`config.mk`:
```
export PLATFORM = sky130hd
export DESIGN_NAME = nz_read_scheduler_flat
export DESIGN_NICKNAME = d
export VERILOG_FILES = /design/src/rtl/nz_read_scheduler_if.sv /design/src/rtl/nz_read_scheduler.sv /design/src/flat_wrapper.sv
export SDC_FILE = /design/constraint.sdc
export NUM_CORES = 1
export LEC_CHECK = 0
export BUFFER_PORTS_ARGS = -buffer_cell sky130_fd_sc_hd__buf_4
export CORE_ASPECT_RATIO = 2
export CORE_UTILIZATION = 45
export DETAILED_ROUTE_END_ITERATION = 7
export MAX_ROUTING_LAYER = met4
export PLACE_DENSITY_LB_ADDON = 0.05
export SKIP_CTS_REPAIR_TIMING = 1
export SLEW_MARGIN = 20
export SYNTH_ARGS = -nofsm -noshare
export SYNTH_HDL_FRONTEND = slang
export SYNTH_SLANG_ARGS = --single-unit
```
`constraint.sdc`:
```
create_clock -name clk -period 4.45 [get_ports clk]
set_input_delay 0.6675 -clock clk [delete_from_list [all_inputs] [get_ports clk]]
set_output_delay 0.6675 -clock clk [all_outputs]
set_load 0.03 [all_outputs]
```
`src/rtl/nz_read_scheduler_if.sv`:
```
// Bundle between the non-zero read scheduler and its surroundings: start and
// flag snapshot inputs, the register-file read port, the (index, value)
// output stream and status. The macro NZ_SCHED_RELU_SKIP_EN adds pos_flags.
interface nz_read_scheduler_if #(
    parameter int unsigned BIT_WIDTH = 16,
    parameter int unsigned REG_DEPTH = 64
);
    localparam int unsigned ADDR_W = $clog2(REG_DEPTH);
    localparam int unsigned CNT_W  = $clog2(REG_DEPTH + 1);

    logic                 start;
    logic [REG_DEPTH-1:0] nz_flags;
`ifdef NZ_SCHED_RELU_SKIP_EN
    logic [REG_DEPTH-1:0] pos_flags;
`endif
    logic                 rf_read_en;
    logic [ADDR_W-1:0]    rf_read_addr;
    logic [BIT_WIDTH-1:0] rf_read_data;
    logic                 out_valid;
    logic                 out_ready;
    logic [ADDR_W-1:0]    out_idx;
    logic [BIT_WIDTH-1:0] out_data;
    logic                 out_last;
    logic                 busy;
    logic                 done;
    logic [CNT_W-1:0]     nz_count;

`ifdef NZ_SCHED_RELU_SKIP_EN
    modport master (
        output start, nz_flags, pos_flags, rf_read_data, out_ready,
        input  rf_read_en, rf_read_addr, out_valid, out_idx, out_data,
               out_last, busy, done, nz_count
    );
    modport slave (
        input  start, nz_flags, pos_flags, rf_read_data, out_ready,
        output rf_read_en, rf_read_addr, out_valid, out_idx, out_data,
               out_last, busy, done, nz_count
    );
`else
    modport master (
        output start, nz_flags, rf_read_data, out_ready,
        input  rf_read_en, rf_read_addr, out_valid, out_idx, out_data,
               out_last, busy, done, nz_count
    );
    modport slave (
        input  start, nz_flags, rf_read_data, out_ready,
        output rf_read_en, rf_read_addr, out_valid, out_idx, out_data,
               out_last, busy, done, nz_count
    );
`endif
endinterface

```
`src/rtl/nz_read_scheduler.sv`:
```
// Non-zero read scheduler: snapshots the register file's non-zero flags on
// start and streams (index, value) pairs for the set entries, lowest index
// first, one combinational register-file read per issued pair.
// Optional macro NZ_SCHED_RELU_SKIP_EN: snapshot nz_flags & pos_flags so
// negative entries are skipped (ReLU fused into the scan).
module nz_read_scheduler #(
    parameter int unsigned BIT_WIDTH = 16,
    parameter int unsigned REG_DEPTH = 64
) (
    input  logic                  clk,
    input  logic                  rst_n,
    nz_read_scheduler_if.slave    bus
);
    localparam int unsigned ADDR_W = $clog2(REG_DEPTH);
    localparam int unsigned CNT_W  = $clog2(REG_DEPTH + 1);

    typedef enum logic [1:0] {
        S_IDLE = 2'd0,
        S_SCAN = 2'd1,
        S_DONE = 2'd2
    } state_t;

    state_t               r_state;
    logic [REG_DEPTH-1:0] r_pending;
    logic                 r_out_valid;
    logic [ADDR_W-1:0]    r_out_idx;
    logic [BIT_WIDTH-1:0] r_out_data;
    logic                 r_out_last;
    logic                 r_busy;
    logic                 r_done;
    logic [CNT_W-1:0]     r_nz_count;

    logic [REG_DEPTH-1:0] w_snapshot;
    logic [ADDR_W-1:0]    w_pick;
    logic                 w_only;
    logic                 w_slot_free;
    logic                 w_issue;

    // Entries eligible for this scan
`ifdef NZ_SCHED_RELU_SKIP_EN
    assign w_snapshot = bus.nz_flags & bus.pos_flags;
`else
    assign w_snapshot = bus.nz_flags;
`endif

    // Lowest pending index, single-bit detect and issue decision
    always_comb begin
        w_pick = '0;
        for (int i = int'(REG_DEPTH) - 1; i >= 0; i--) begin
            if (r_pending[i]) begin
                w_pick = ADDR_W'(i);
            end
        end
        w_only      = (r_pending & (r_pending - REG_DEPTH'(1))) == '0;
        w_slot_free = !r_out_valid || bus.out_ready;
        w_issue     = (r_state == S_SCAN) && (r_pending != '0) && w_slot_free;
    end

    assign bus.rf_read_en   = w_issue;
    assign bus.rf_read_addr = w_issue ? w_pick : '0;

    assign bus.out_valid = r_out_valid;
    assign bus.out_idx   = r_out_idx;
    assign bus.out_data  = r_out_data;
    assign bus.out_last  = r_out_last;
    assign bus.busy      = r_busy;
    assign bus.done      = r_done;
    assign bus.nz_count  = r_nz_count;

    // Scan sequencer with registered output pair and status
    always_ff @(posedge clk) begin
        if (!rst_n) begin
            r_state     <= S_IDLE;
            r_pending   <= '0;
            r_out_valid <= 1'b0;
            r_out_idx   <= '0;
            r_out_data  <= '0;
            r_out_last  <= 1'b0;
            r_busy      <= 1'b0;
            r_done      <= 1'b0;
            r_nz_count  <= '0;
        end else begin
            r_done <= 1'b0;
            case (r_state)
                S_IDLE: begin
                    if (bus.start) begin
                        r_pending  <= w_snapshot;
                        r_nz_count <= '0;
                        r_out_last <= 1'b0;
                        r_busy     <= 1'b1;
                        r_state    <= S_SCAN;
                    end
                end
                S_SCAN: begin
                    if (w_issue) begin
                        r_out_data          <= bus.rf_read_data;
                        r_out_idx           <= w_pick;
                        r_out_valid         <= 1'b1;
                        r_out_last          <= w_only;
                        r_pending[w_pick]   <= 1'b0;
                        r_nz_count          <= r_nz_count + CNT_W'(1);
                    end else begin
                        if (r_out_valid && bus.out_ready) begin
                            r_out_valid <= 1'b0;
                        end
                        // Nothing left to issue and the slot drains this cycle
                        if ((r_pending == '0) && (!r_out_valid || bus.out_ready)) begin
                            r_out_valid <= 1'b0;
                            r_busy      <= 1'b0;
                            r_done      <= 1'b1;
                            r_state     <= S_DONE;
                        end
                    end
                end
                S_DONE: begin
                    r_out_valid <= 1'b0;
                    r_state     <= S_IDLE;
                end
                default: begin
                    r_state <= S_IDLE;
                end
            endcase
        end
    end
endmodule

```
`src/flat_wrapper.sv`:
```
// flat-port wrapper written by rule: the top's interface ports become plain ports
module nz_read_scheduler_flat 
#(
    parameter int unsigned BIT_WIDTH = 16,
    parameter int unsigned REG_DEPTH = 64
)
  (clk, rst_n, bus_start, bus_nz_flags, bus_rf_read_data, bus_out_ready, bus_rf_read_en, bus_rf_read_addr, bus_out_valid, bus_out_idx, bus_out_data, bus_out_last, bus_busy, bus_done, bus_nz_count);
  nz_read_scheduler_if #(.BIT_WIDTH(BIT_WIDTH), .REG_DEPTH(REG_DEPTH)) bus_i ();
  input  logic clk;
  input  logic rst_n;
  input wire logic [$bits(bus_i.start)-1:0] bus_start;
  input wire logic [$bits(bus_i.nz_flags)-1:0] bus_nz_flags;
  input wire logic [$bits(bus_i.rf_read_data)-1:0] bus_rf_read_data;
  input wire logic [$bits(bus_i.out_ready)-1:0] bus_out_ready;
  output wire logic [$bits(bus_i.rf_read_en)-1:0] bus_rf_read_en;
  output wire logic [$bits(bus_i.rf_read_addr)-1:0] bus_rf_read_addr;
  output wire logic [$bits(bus_i.out_valid)-1:0] bus_out_valid;
  output wire logic [$bits(bus_i.out_idx)-1:0] bus_out_idx;
  output wire logic [$bits(bus_i.out_data)-1:0] bus_out_data;
  output wire logic [$bits(bus_i.out_last)-1:0] bus_out_last;
  output wire logic [$bits(bus_i.busy)-1:0] bus_busy;
  output wire logic [$bits(bus_i.done)-1:0] bus_done;
  output wire logic [$bits(bus_i.nz_count)-1:0] bus_nz_count;
  assign bus_i.start = bus_start;
  assign bus_i.nz_flags = bus_nz_flags;
  assign bus_i.rf_read_data = bus_rf_read_data;
  assign bus_i.out_ready = bus_out_ready;
  assign bus_rf_read_en = bus_i.rf_read_en;
  assign bus_rf_read_addr = bus_i.rf_read_addr;
  assign bus_out_valid = bus_i.out_valid;
  assign bus_out_idx = bus_i.out_idx;
  assign bus_out_data = bus_i.out_data;
  assign bus_out_last = bus_i.out_last;
  assign bus_busy = bus_i.busy;
  assign bus_done = bus_i.done;
  assign bus_nz_count = bus_i.nz_count;
  nz_read_scheduler #(.BIT_WIDTH(BIT_WIDTH), .REG_DEPTH(REG_DEPTH)) u_core (.clk(clk), .rst_n(rst_n), .bus(bus_i));
endmodule
```
==> results.sh <==
export IMPL_fmax_mhz=255
export IMPL_drtIter0Drc=603
export IMPL_gr_usage_met3_pct=4.94
export IMPL_netlist_top_cell_by_area="dfxtp_1"
export IMPL_max_slew_margin_pct=33.0
export IMPL_clockBufferDepth=2
export IMPL_layout_area_overhead_vs_synth_pct=20.7
export IMPL_post_route_period_util_pct=88.2
export IMPL_finalHoldViolations=0
export IMPL_timing_setup_tns_ns=0
export IMPL_post_synth_fa_ha_maj_area_fraction_pct=1.09
export IMPL_tritoncts="done"
export IMPL_criticalPathCategory="flop to output pin"
export IMPL_global_route_peak_usage_layer="met2"
export IMPL_dominantRegCellSynth="dfxtp_1"
export IMPL_slew_viol_final=0
export IMPL_dieHeight_um=171
export IMPL_worst_path_max_fanout=9
export IMPL_drtAntennaViolNets=0
export IMPL_synth_seq_area_share_pct=30.8
export IMPL_insertion_delay_ns=0.35
export IMPL_post_synthesis_compound_gate_area_fraction_pct=38.6
export IMPL_critical_path_max_stage_delay_ns=0.70
export IMPL_rows=61
export IMPL_die_area_um2=14800
export IMPL_globalRouteTotalUtil_pct=35.3
export IMPL_cts_buffers_inserted=9
export IMPL_cts_root_cell="clkbuf_16"
export IMPL_clock_transition_at_the_registers_of_the_reported_paths_ns=0.08
export IMPL_fin_crit_ns=3.92
export IMPL_grt_met2_usage_pct=62.5
export IMPL_route_final_wire_length_um=25200
export IMPL_ys_types=72
export IMPL_power_density_nw_per_um2=426
export IMPL_synth_fp_nets=930
export IMPL_grt_pass1_wl_um=38100
export IMPL_finClkSkew_ns=0.0130
export IMPL_synthCells=842
export IMPL_category_of_the_worst_setup_path_capture_point="output pin"
export IMPL_num_antenna_cells=0
export IMPL_crit_slowest_cell="nor2_1"
export IMPL_grt_antenna_before_repair=0
export IMPL_cap_violations=0
export IMPL_synth_edf_count=0
export IMPL_start_util_pct=46.1
export IMPL_worstSetupStartpointType="flop"
export IMPL_worst_ep_required_time_ns=3.78
export IMPL_gp_routability_congestion=1.01
export IMPL_syn_avg_cell_area_um2=7.65
export IMPL_outcome="finished clean"
export IMPL_num_vias=7150
export IMPL_gr_total_overflow=0
export IMPL_cp_data_arrival_time_ns=3.26
export IMPL_drt_first_pass_iters=5
export IMPL_synthesis_area_um2=6440
export IMPL_setup_repair_after_global_routing_missed_its_margin="false"
export IMPL_post_dp_hpwl_um=18800
export IMPL_cts_sink_count=99
export IMPL_place_port_buffers=123
export IMPL_share_of_flip_flops_with_an_asynchronous_set_or_reset_after_synthesis_pct=0
export IMPL_vdd_ir_drop_max_v=0.000214
export IMPL_synth_xor_xnor_area_share_pct=0.816
export IMPL_yosysTopAreaCellShare_pct=30.8
export IMPL_worst_slew_pin_slew_ns=0.992
export IMPL_setup_viol=0
export IMPL_core_um2=14000
export IMPL_synth_simple_area_share_pct=23.1
export IMPL_cts_htree_levels=3
export IMPL_io_pins=124
export IMPL_min_delay_path_class="flop to flop"
export IMPL_synth_mux_area_share_pct=0
export IMPL_crit_path_cell_trace="or4_1 -> o211ai_1 -> a311oi_1 -> o21a_1 -> nor2_1 -> nor2_1 -> buf_4"
export IMPL_p_leak_nw=2.87
export IMPL_ys_warnings_count=0
export IMPL_die_width_um=86.6
export IMPL_netlist_top_cells_area="dfxtp_1 (31%), a21boi_0 (9.1%), nand2_1 (5.8%)"
export IMPL_grt_util_met1_pct=35.1
export IMPL_totalPowerFinal_mw=3.31
export IMPL_post_drt_wl_per_cell_um=22.6
export IMPL_largest_family_of_logic_cells_by_synthesized_area="compound AO/OA/AOI/OAI gates"
export IMPL_grt_pass1_vias=6882
export IMPL_final_layout_size_suffix_gt1_share_pct=19.5
export IMPL_largest_net_degree_at_the_start_of_global_routing=93
export IMPL_routed_via_density=6.40
export IMPL_drc=0
export IMPL_net_count_reported_at_finish=1011
export IMPL_cell_repeated_most_along_the_worst_path="nor2_1"
export IMPL_synth_seq_cells=99
-- Yosys cell counts, drive strengths merged (7+ instances only) --
cell      n
a31oi    10
or2       8
nor2     59
nand4    12
nor2b    14
nor4     28
clkbuf   55
inv      21
nand3    15
o211ai   38
nand2   100
dfxtp    99
nand2b    7
a22oi    34
a211oi    7
o21ai    55
a21oi    32
o32a      7
a21boi   81
buf      14
or4       7
nor3     21
o21a     35
-- worst max-delay path: cells and delay by family, from the launching register on --
| family | cells | cell delay [ns] |
|---|---|---|
| AND/OR/NAND/NOR | 3 | 1.53 |
| AO/OA/AOI/OAI | 3 | 0.70 |
| flip-flops | 1 | 0.44 |
| buffers and inverters | 1 | 0.22 |
-- power breakdown --
part / total, mW / switching (mW) / internal, mW
Combinational: 1.33 / 0.869 / 0.460
Sequential: 1.12 / 0.159 / 0.965
Clock: 0.858 / 0.381 / 0.477
-- kinds of logic (layout without fill, tap and decap cells) --
| group | after synthesis | in the layout |
|---|---|---|
| compound gates | 352 | 352 |
| xor+xnor | 6 | 6 |
| fa+ha+maj | 6 | 6 |
| buf+inv | 91 | 177 |
| flops | 99 | 99 |
| simple gates | 288 | 288 |
-- worst paths after layout --
kind	start	end	slack, ns	cells after the start
setup / recovery	u_core.r_pending[56]$_SDFFE_PN0P_	bus_rf_read_addr[3]	0.53	7
hold / removal	u_core.bus.out_data[6]$_SDFFE_PN0P_	u_core.bus.out_data[6]$_SDFFE_PN0P_	0.47	2
setup reg to reg	u_core.r_pending[34]$_SDFFE_PN0P_	u_core.bus.out_last$_SDFFE_PN0P_	0.71	9
hold reg to reg	u_core.bus.out_data[6]$_SDFFE_PN0P_	u_core.bus.out_data[6]$_SDFFE_PN0P_	0.47	2
-- cell usage in the layout, fill, tap and decap left out, drive strengths merged, types with 7 or more instances in the layout --
| cell type | n |
|---|---|
| buf | 139 |
| nand2 | 100 |
| dfxtp | 99 |
| a21boi | 81 |
| nor2 | 59 |
| o21ai | 55 |
| o211ai | 38 |
| o21a | 35 |
| a22oi | 34 |
| a21oi | 32 |
| nor4 | 28 |
| inv | 24 |
| nor3 | 21 |
| nand3 | 15 |
| nor2b | 14 |
| nand4 | 12 |
| clkbuf | 11 |
| a31oi | 10 |
| or2 | 8 |
| nand2b | 7 |
| a211oi | 7 |
| o32a | 7 |
| or4 | 7 |
-- sequential cells by signal (all words and copies together), names as in the netlist --
name and cells:
u_core.bus.busy 1, u_core.bus.done 1, u_core.bus.nz_count 7, u_core.bus.out_data 16
u_core.bus.out_idx 6, u_core.bus.out_last 1, u_core.bus.out_valid 1, u_core.r_pending 64
u_core.r_state 2
-- layout make-up --
type	count	area (um^2)
fill	1361	6190
multi-input combinational	652	4100
sequential	99	1980
timing repair buffer	139	1060
clock buffer	11	253
tap	189	236
inverter	22	82.6
clock inverter	5	67.6
-- layer usage --
layer	share of wire (%)	vias up
li1	-	3305
met1	35	3381
met2	52	346
met3	5.4	118
met4	7.6	0
met5	0	-
-- metrics by stage --
step | cells | utilization, % | worst slack (ns) | area [um^2] | hold WS, ns
after floorplan | 842 | - | 1.62 | 6440 | 0.501
after global placement | 1101 | 53.4 | 0.756 | 7460 | 0.454
after detailed placement | 1101 | 53.4 | 0.720 | 7460 | 0.462
after CTS | 1117 | 55.7 | 0.519 | 7780 | 0.473
after global routing | 1117 | 55.7 | 0.374 | 7780 | 0.494
final | 1117 | 55.7 | 0.527 | 7780 | 0.471
Note: power is estimated with default switching activity, not from simulation.
